$ cat config.mk
export PLATFORM = sky130hd
export DESIGN_NAME = dma_irq_aggregator
export DESIGN_NICKNAME = d
export VERILOG_FILES = /design/src/rtl/dma_irq_aggregator.sv
export SDC_FILE = /design/constraint.sdc
export NUM_CORES = 1
export LEC_CHECK = 0
export CAP_MARGIN = 15
export CORE_MARGIN = 2
export CORE_UTILIZATION = 55
export CTS_CLUSTER_SIZE = 8
export DETAILED_ROUTE_END_ITERATION = 16
export DONT_BUFFER_PORTS = 1
export GPL_ROUTABILITY_DRIVEN = 0
export PLACE_DENSITY = 0.73
export SLEW_MARGIN = 20
export SYNTH_ARGS = -nofsm -noshare
export SYNTH_HDL_FRONTEND = slang
export SYNTH_SLANG_ARGS = --single-unit
$ cat constraint.sdc
create_clock -name clk -period 1.5 [get_ports clk]
set_clock_uncertainty 0.05 [all_clocks]
set_input_delay 0.3 -clock clk [delete_from_list [all_inputs] [get_ports clk]]
set_output_delay 0.3 -clock clk [all_outputs]
set_load 0.02 [all_outputs]
$ cat src/rtl/dma_irq_aggregator.sv
`default_nettype none
// ============================================================================
// dma_irq_aggregator: per-channel edge/level interrupt capture, enable mask
// and W1C clear behind an AXI4-Lite subordinate port.   Revision: 1.0
// ============================================================================
module dma_irq_aggregator #(
    parameter int ChannelCount = 2,
    parameter int AddrWidth    = 8
) (
    input  logic                    clk,
    input  logic                    areset_n,
    input  logic [ChannelCount-1:0] irq_in,
    output logic [ChannelCount-1:0] irq_out,
    output logic                    irq_any,
    input  logic [AddrWidth-1:0]    awaddr,
    input  logic                    awvalid,
    output logic                    awready,
    input  logic [31:0]             wdata,
    input  logic [3:0]              wstrb,
    input  logic                    wvalid,
    output logic                    wready,
    output logic [1:0]              bresp,
    output logic                    bvalid,
    input  logic                    bready,
    input  logic [AddrWidth-1:0]    araddr,
    input  logic                    arvalid,
    output logic                    arready,
    output logic [31:0]             rdata,
    output logic [1:0]              rresp,
    output logic                    rvalid,
    input  logic                    rready
);
    localparam int N = ChannelCount;

    localparam logic [2:0] c_reg_status = 3'd0;
    localparam logic [2:0] c_reg_enable = 3'd1;
    localparam logic [2:0] c_reg_clear  = 3'd2;
    localparam logic [2:0] c_reg_mode   = 3'd3;
    localparam logic [2:0] c_reg_info   = 3'd4;
    localparam logic [1:0] c_resp_okay   = 2'b00;
    localparam logic [1:0] c_resp_slverr = 2'b10;

    logic [N-1:0] pending_q, pending_d;
    logic [N-1:0] prev_q, prev_d;
    logic [N-1:0] enable_q, enable_d;
    logic [N-1:0] mode_q, mode_d;
    logic         ready_en_q, ready_en_d;
    logic         bvalid_q, bvalid_d;
    logic [1:0]   bresp_q, bresp_d;
    logic         rvalid_q, rvalid_d;
    logic [1:0]   rresp_q, rresp_d;
    logic [31:0]  rdata_q, rdata_d;

    logic         wr_acc, rd_acc, wr_ok, rd_ok;
    logic [2:0]   wr_sel, rd_sel;
    logic [31:0]  lane_mask;
    logic [N-1:0] wmask, wbits, clr, set;
    logic         unused_bits;

    // Only word offsets 0x00..0x10 exist; anything above bit 4 must be zero.
    function automatic logic addr_ok(input logic [AddrWidth-1:0] a);
        return ((a >> 5) == '0) && (a[4:2] <= c_reg_info);
    endfunction

    // Ready is held off until the first edge after reset release.
    assign ready_en_d = 1'b1;
    assign wr_acc  = awvalid && wvalid && !bvalid_q && ready_en_q;
    assign rd_acc  = arvalid && !rvalid_q && ready_en_q;
    assign awready = wr_acc;
    assign wready  = wr_acc;
    assign arready = rd_acc;

    assign wr_ok  = addr_ok(awaddr);
    assign rd_ok  = addr_ok(araddr);
    assign wr_sel = awaddr[4:2];
    assign rd_sel = araddr[4:2];

    assign lane_mask = {{8{wstrb[3]}}, {8{wstrb[2]}}, {8{wstrb[1]}}, {8{wstrb[0]}}};
    assign wmask     = lane_mask[N-1:0];
    assign wbits     = wdata[N-1:0];
    assign unused_bits = ^{wdata, awaddr[1:0], araddr[1:0]};

    always_comb begin
        enable_d = enable_q;
        mode_d   = mode_q;
        clr      = '0;
        if (wr_acc && wr_ok) begin
            case (wr_sel)
                c_reg_enable: enable_d = (enable_q & ~wmask) | (wbits & wmask);
                c_reg_clear:  clr      = wbits & wmask;
                c_reg_mode:   mode_d   = (mode_q & ~wmask) | (wbits & wmask);
                default:      ;
            endcase
        end
        // A new capture overrides a same-edge clear.
        set       = irq_in & ~(mode_q & prev_q);
        pending_d = (pending_q & ~clr) | set;
        prev_d    = irq_in;
    end

    always_comb begin
        bvalid_d = bvalid_q;
        bresp_d  = bresp_q;
        if (wr_acc) begin
            bvalid_d = 1'b1;
            bresp_d  = wr_ok ? c_resp_okay : c_resp_slverr;
        end else if (bvalid_q && bready) begin
            bvalid_d = 1'b0;
        end

        rvalid_d = rvalid_q;
        rresp_d  = rresp_q;
        rdata_d  = rdata_q;
        if (rd_acc) begin
            rvalid_d = 1'b1;
            rresp_d  = rd_ok ? c_resp_okay : c_resp_slverr;
            rdata_d  = '0;
            if (rd_ok) begin
                case (rd_sel)
                    c_reg_status: rdata_d = 32'(pending_q);
                    c_reg_enable: rdata_d = 32'(enable_q);
                    c_reg_mode:   rdata_d = 32'(mode_q);
                    c_reg_info:   rdata_d = {26'd0, 6'(ChannelCount)};
                    default:      rdata_d = '0;
                endcase
            end
        end else if (rvalid_q && rready) begin
            rvalid_d = 1'b0;
        end
    end

    always_ff @(posedge clk or negedge areset_n) begin
        if (!areset_n) begin
            pending_q  <= '0;
            prev_q     <= '0;
            enable_q   <= '0;
            mode_q     <= '1;
            ready_en_q <= 1'b0;
            bvalid_q   <= 1'b0;
            bresp_q    <= 2'b00;
            rvalid_q   <= 1'b0;
            rresp_q    <= 2'b00;
            rdata_q    <= '0;
        end else begin
            pending_q  <= pending_d;
            prev_q     <= prev_d;
            enable_q   <= enable_d;
            mode_q     <= mode_d;
            ready_en_q <= ready_en_d;
            bvalid_q   <= bvalid_d;
            bresp_q    <= bresp_d;
            rvalid_q   <= rvalid_d;
            rresp_q    <= rresp_d;
            rdata_q    <= rdata_d;
        end
    end

    assign irq_out = pending_q & enable_q;
    assign irq_any = |irq_out;
    assign bvalid  = bvalid_q;
    assign bresp   = bresp_q;
    assign rvalid  = rvalid_q;
    assign rresp   = rresp_q;
    assign rdata   = rdata_q;

endmodule
`default_nettype wire

## After elaboration in Yosys (flattened, before gate mapping)

Index checks and enable logic that the tools add are counted.

- Input bits: 61
- Output and inout bits: 44
- Register bits: 47
- Word-level logic and storage cells: 61

- Bitwise gates (word level): 13
- Multiplexer cells: 10
- Eq/ne operators: 6
- Reductions and logical operators: 20
- Magnitude comparators: 2

Operator list:

| operator | number |
|---|---|
| $logic_not A8 Y1 | 2 |
| $and A2 B2 Y2 | 7 |
| $logic_and A1 B1 Y1 | 10 |
| $mux W2 | 5 |
| $eq A3 B2 Y1 const B | 3 |
| $pmux W2 S4 | 1 |
| $eq A3 B1 Y1 const B | 2 |
| $le A3 B3 Y1 const B | 2 |
| $not A2 Y2 | 3 |
| $or A2 B2 Y2 | 3 |
| $mux W1 | 4 |
| $reduce_and A2 Y1 | 2 |
| $reduce_bool A2 Y1 | 2 |
| $eq A3 B3 Y1 const B | 1 |
| $logic_not A3 Y1 | 1 |
| $logic_not A1 Y1 | 2 |
| $reduce_or A2 Y1 | 1 |

## Depth between registers and ports, before layout

- Depth after elaboration: 8
- Mapped depth: 4
- Mapped depth without buffers: 4

## Least setup slack after synthesis

Ideal clock, no wire load.

- Path type: register to register
- From: register bvalid_q (netlist: bvalid)
- To: register with a tool-made name
- Period minus slack after synthesis: 1638 ps
- Setup slack: -138 ps
- Data required time: 1325 ps
- Path buffers: 0
- Data arrival time: 1463 ps
- Stages on the path, launching flop included: 4
- Library setup time: 125 ps
- Cell sequence: dfrtp_1 > nand4b_1 > or3_4 > mux2_4

RTL lines:

| what | line | source |
|---|---|---|
| start: declaration | 48 | `logic bvalid_q, bvalid_d;` |
| start signal: assignment | 150 | `bvalid_q <= bvalid_d;` |

==> flow_metrics.py <==
metrics = {
    "clock_tree": {
        "clk_latency_ps": 280,
        "clockBufferDepth": 2,
        "cts_tree": "done",
        "clk_pin_slew_ps": 90,
        "htreeDepth": 1,
        "cts_made_buffers": 3,
        "root_buffer": "clkbuf_4",
        "cts_sinks": 15,
    },
    "setup_path": {
        "required_ps": 1620,
        "worstPathArrival_ps": 1770,
        "cp_slowest_stage_delay_ps": 410,
        "reg2reg_from": "bvalid",
        "start_kind": "flop",
        "crit_path_end_kind": "flop",
        "cp_top_family": "simple AND/OR/NAND/NOR gates",
        "path_cells": "nand4b_1 -> buf_4 -> or3_4 -> mux2_4",
        "cp_max_fo": 2,
        "cp_slowest_cell": "dfrtp_2",
        "path_class": "flop to flop",
        "path_buf_inv": 1,
        "rr_worst_depth": 4,
        "reg2reg_slack_ps": -150,
    },
    "floorplanning": {
        "dieWidth_um": 46.18,
        "die_h_um": 46.18,
        "core.rowCount": 15,
        "io_pins": 105,
        "start_util": 0.5729,
        "die_area_um2": 2132,
        "fp.coreArea_um2": 1708,
    },
    "min_path": {
        "hp-start": "bready",
        "hold_end": "bvalid",
        "hold_path.class": "input pin to flop",
        "holdPathStages": 1,
    },
    "global_routing": {
        "track_usage": 0.1699,
        "grt_start_max_net_pins": 16,
        "grt_pass1_vias": 623,
        "antenna_found_initial": 0,
        "globalRoute.totalOverflow": 0,
        "grt_pass1_wl_um": 2573,
    },
    "run_status": {
        "status": "finished with violations",
        "violations": "setup timing",
    },
    "synth": {
        "yosys_warnings": 0,
        "ys.flop_type": "dfrtp_1",
        "synth-async-reset-ratio": 1.000,
        "ys_seq_area_frac": 0.3862,
        "avgSynthCellArea_um2": 9.688,
        "synth_area_um2": 978.4,
        "synth_edf_count": 0,
        "synth.most_common_cell": "buf_4",
        "yosysTopAreaCellShare": 0.3325,
        "synth_seq_cells": 15,
        "synth_common_cells": "buf_4 (33), dfrtp_1 (13), a21oi_1 (6), nor2_1 (6)",
        "synth_area_leaders": "dfrtp_1 (33%), buf_4 (25%), dfstp_2 (5.4%)",
        "synth_area_leader_cell": "dfrtp_1",
        "synth_cell_type_count": 25,
        "synth_cells": 101,
    },
    "timing": {
        "maxSlewViolCount": 0,
        "fin_crit_ps": 1645,
        "setup-tns-final_ps": -709.7,
        "timing.final.crit_share": 1.097,
        "rsz0062_at_grt": "yes",
        "maxSlewHeadroom": 0.5651,
        "worstMarginPinSlew_ps": 650.2,
        "finalSetupViolCount": 6,
        "hold_viol_final": 0,
        "setup_ws_ps": -145.0,
        "fmax_ghz": 0.6079,
    },
    "route": {
        "wl_per_cell_um": 10.95,
        "dr.pass1.iters": 2,
        "drt-total-wl_um": 1599,
        "via_per_inst": 4.493,
        "via_count": 656,
        "drtIter0Drc": 4,
        "ant_nets": 0,
        "drcViolationCount": 0,
    },
    "layout": {
        "fin_util": 0.6293,
        "fin_nets": 183,
        "drive_above_1_share": 0.2727,
        "diodes": 0,
        "syn2layout_area_growth_pct": 9.847,
        "num-fill-cells": 162,
    },
    "power": {
        "p_per_area_nw_per_um2": 800.7,
        "leakagePower_nw": 0.5342,
        "pwr-share-clk": 0.266,
        "max-vdd-ir-drop_v": 0.0004255,
        "p_int_mw": 0.5860,
        "power.share.sequential": 0.521,
        "switching_share": 0.3191,
        "p_comb_frac": 0.213,
        "p_sw_mw": 0.2746,
    },
    "placement": {
        "port_buffers": 0,
        "dp_hpwl_um": 1267,
        "pre_cts_slack_ps": -62.91,
    },
    "job": {
        "cap_violations": 0,
    },
}
cell usage in the layout (no fill, tap or decap), drive strengths merged:
master and instances:
o32ai 1, nor2b 2, buf 15, clkbuf 4, a21oi 6, nand3b 1, dlygate4sd3 3, o21ai 5
mux2i 2, and2 2, inv 5, dfstp 2, nor2 6, nand4bb 2, nand2 1, a32o 2
or3 3, conb 33, mux2 4, a21boi 2, nor3 2, or2 2, nand3 1, dfrtp 13
nand4b 2
worst max path at each step:
stage	to	depth (start not counted)	from	slack, ps
floorplan	flop	3	bvalid	-100
global placement	flop	3	awaddr[6]	-60
detailed placement	flop	3	awaddr[6]	-60
finish	flop	4	bvalid	-150
global route	flop	4	bvalid	-220
CTS	flop	4	bvalid	-100
routing by layer:
layer	up-vias	routed length (um)	part of all wire	GRT usage
met5	-	0	0	0
met4	0	29	0.018	0.08571
met3	4	157	0.098	0.05098
met2	33	803	0.50	0.2722
met1	303	609	0.38	0.2049
li1	316	-	-	-
stage by stage:
stage / area, um2 / cells / power, mW / hold slack (ps)
finish: 1075 / 146 / 0.8605 / 47.53
floorplan: 1096 / 132 / 0.6485 / -45.59
detailed placement: 939.7 / 132 / 0.6090 / -45.38
CTS: 1046 / 144 / 0.8668 / 43.99
global placement: 939.7 / 132 / 0.6063 / -45.35
global route: 1075 / 146 / 0.9075 / 35.52
worst reg2reg max path: stages, from the launching register on:
cell,delay (ps)
dfrtp_2,410
nand4b_1,220
buf_4,180
or3_4,380
mux2_4,300
power groups by stage:
stage	registers (mW)	clock network, mW	logic, mW
6_report	0.449	0.229	0.183
5_1_grt	0.452	0.252	0.203
4_1_cts	0.449	0.238	0.180
3_5_place_dp	0.457	0	0.152
3_3_place_gp	0.456	0	0.150
2_1_floorplan	0.462	0	0.187
kinds of logic after synthesis:
kind of cell,share of synthesized area
AOI/OAI and AO/OA,0.1010
and+or+nand+nor,0.1586
other,0.007675
muxes,0.07417
buffers and inverters,0.2724
DFF,0.3862
layout make-up:
| class | instances | area, um2 | share of cell area |
|---|---|---|---|
| Clock buffer | 4 | 26.28 | 0.02445 |
| Tap cell | 25 | 31.28 | 0.02910 |
| Inverter | 5 | 21.27 | 0.01979 |
| Multi-Input combinational cell | 79 | 466.7 | 0.4342 |
| Sequential cell | 15 | 379.1 | 0.3527 |
| Timing Repair Buffer | 18 | 150.1 | 0.1397 |
timing repair:
action                     4_1_cts  5_1_grt
setup endpoints to repair        6        9
buffers inserted                 5        2
hold buffers                     3        0
hold endpoints to repair        17        0
resized for setup                6        3
Note: power is estimated with default switching activity, not from simulation.
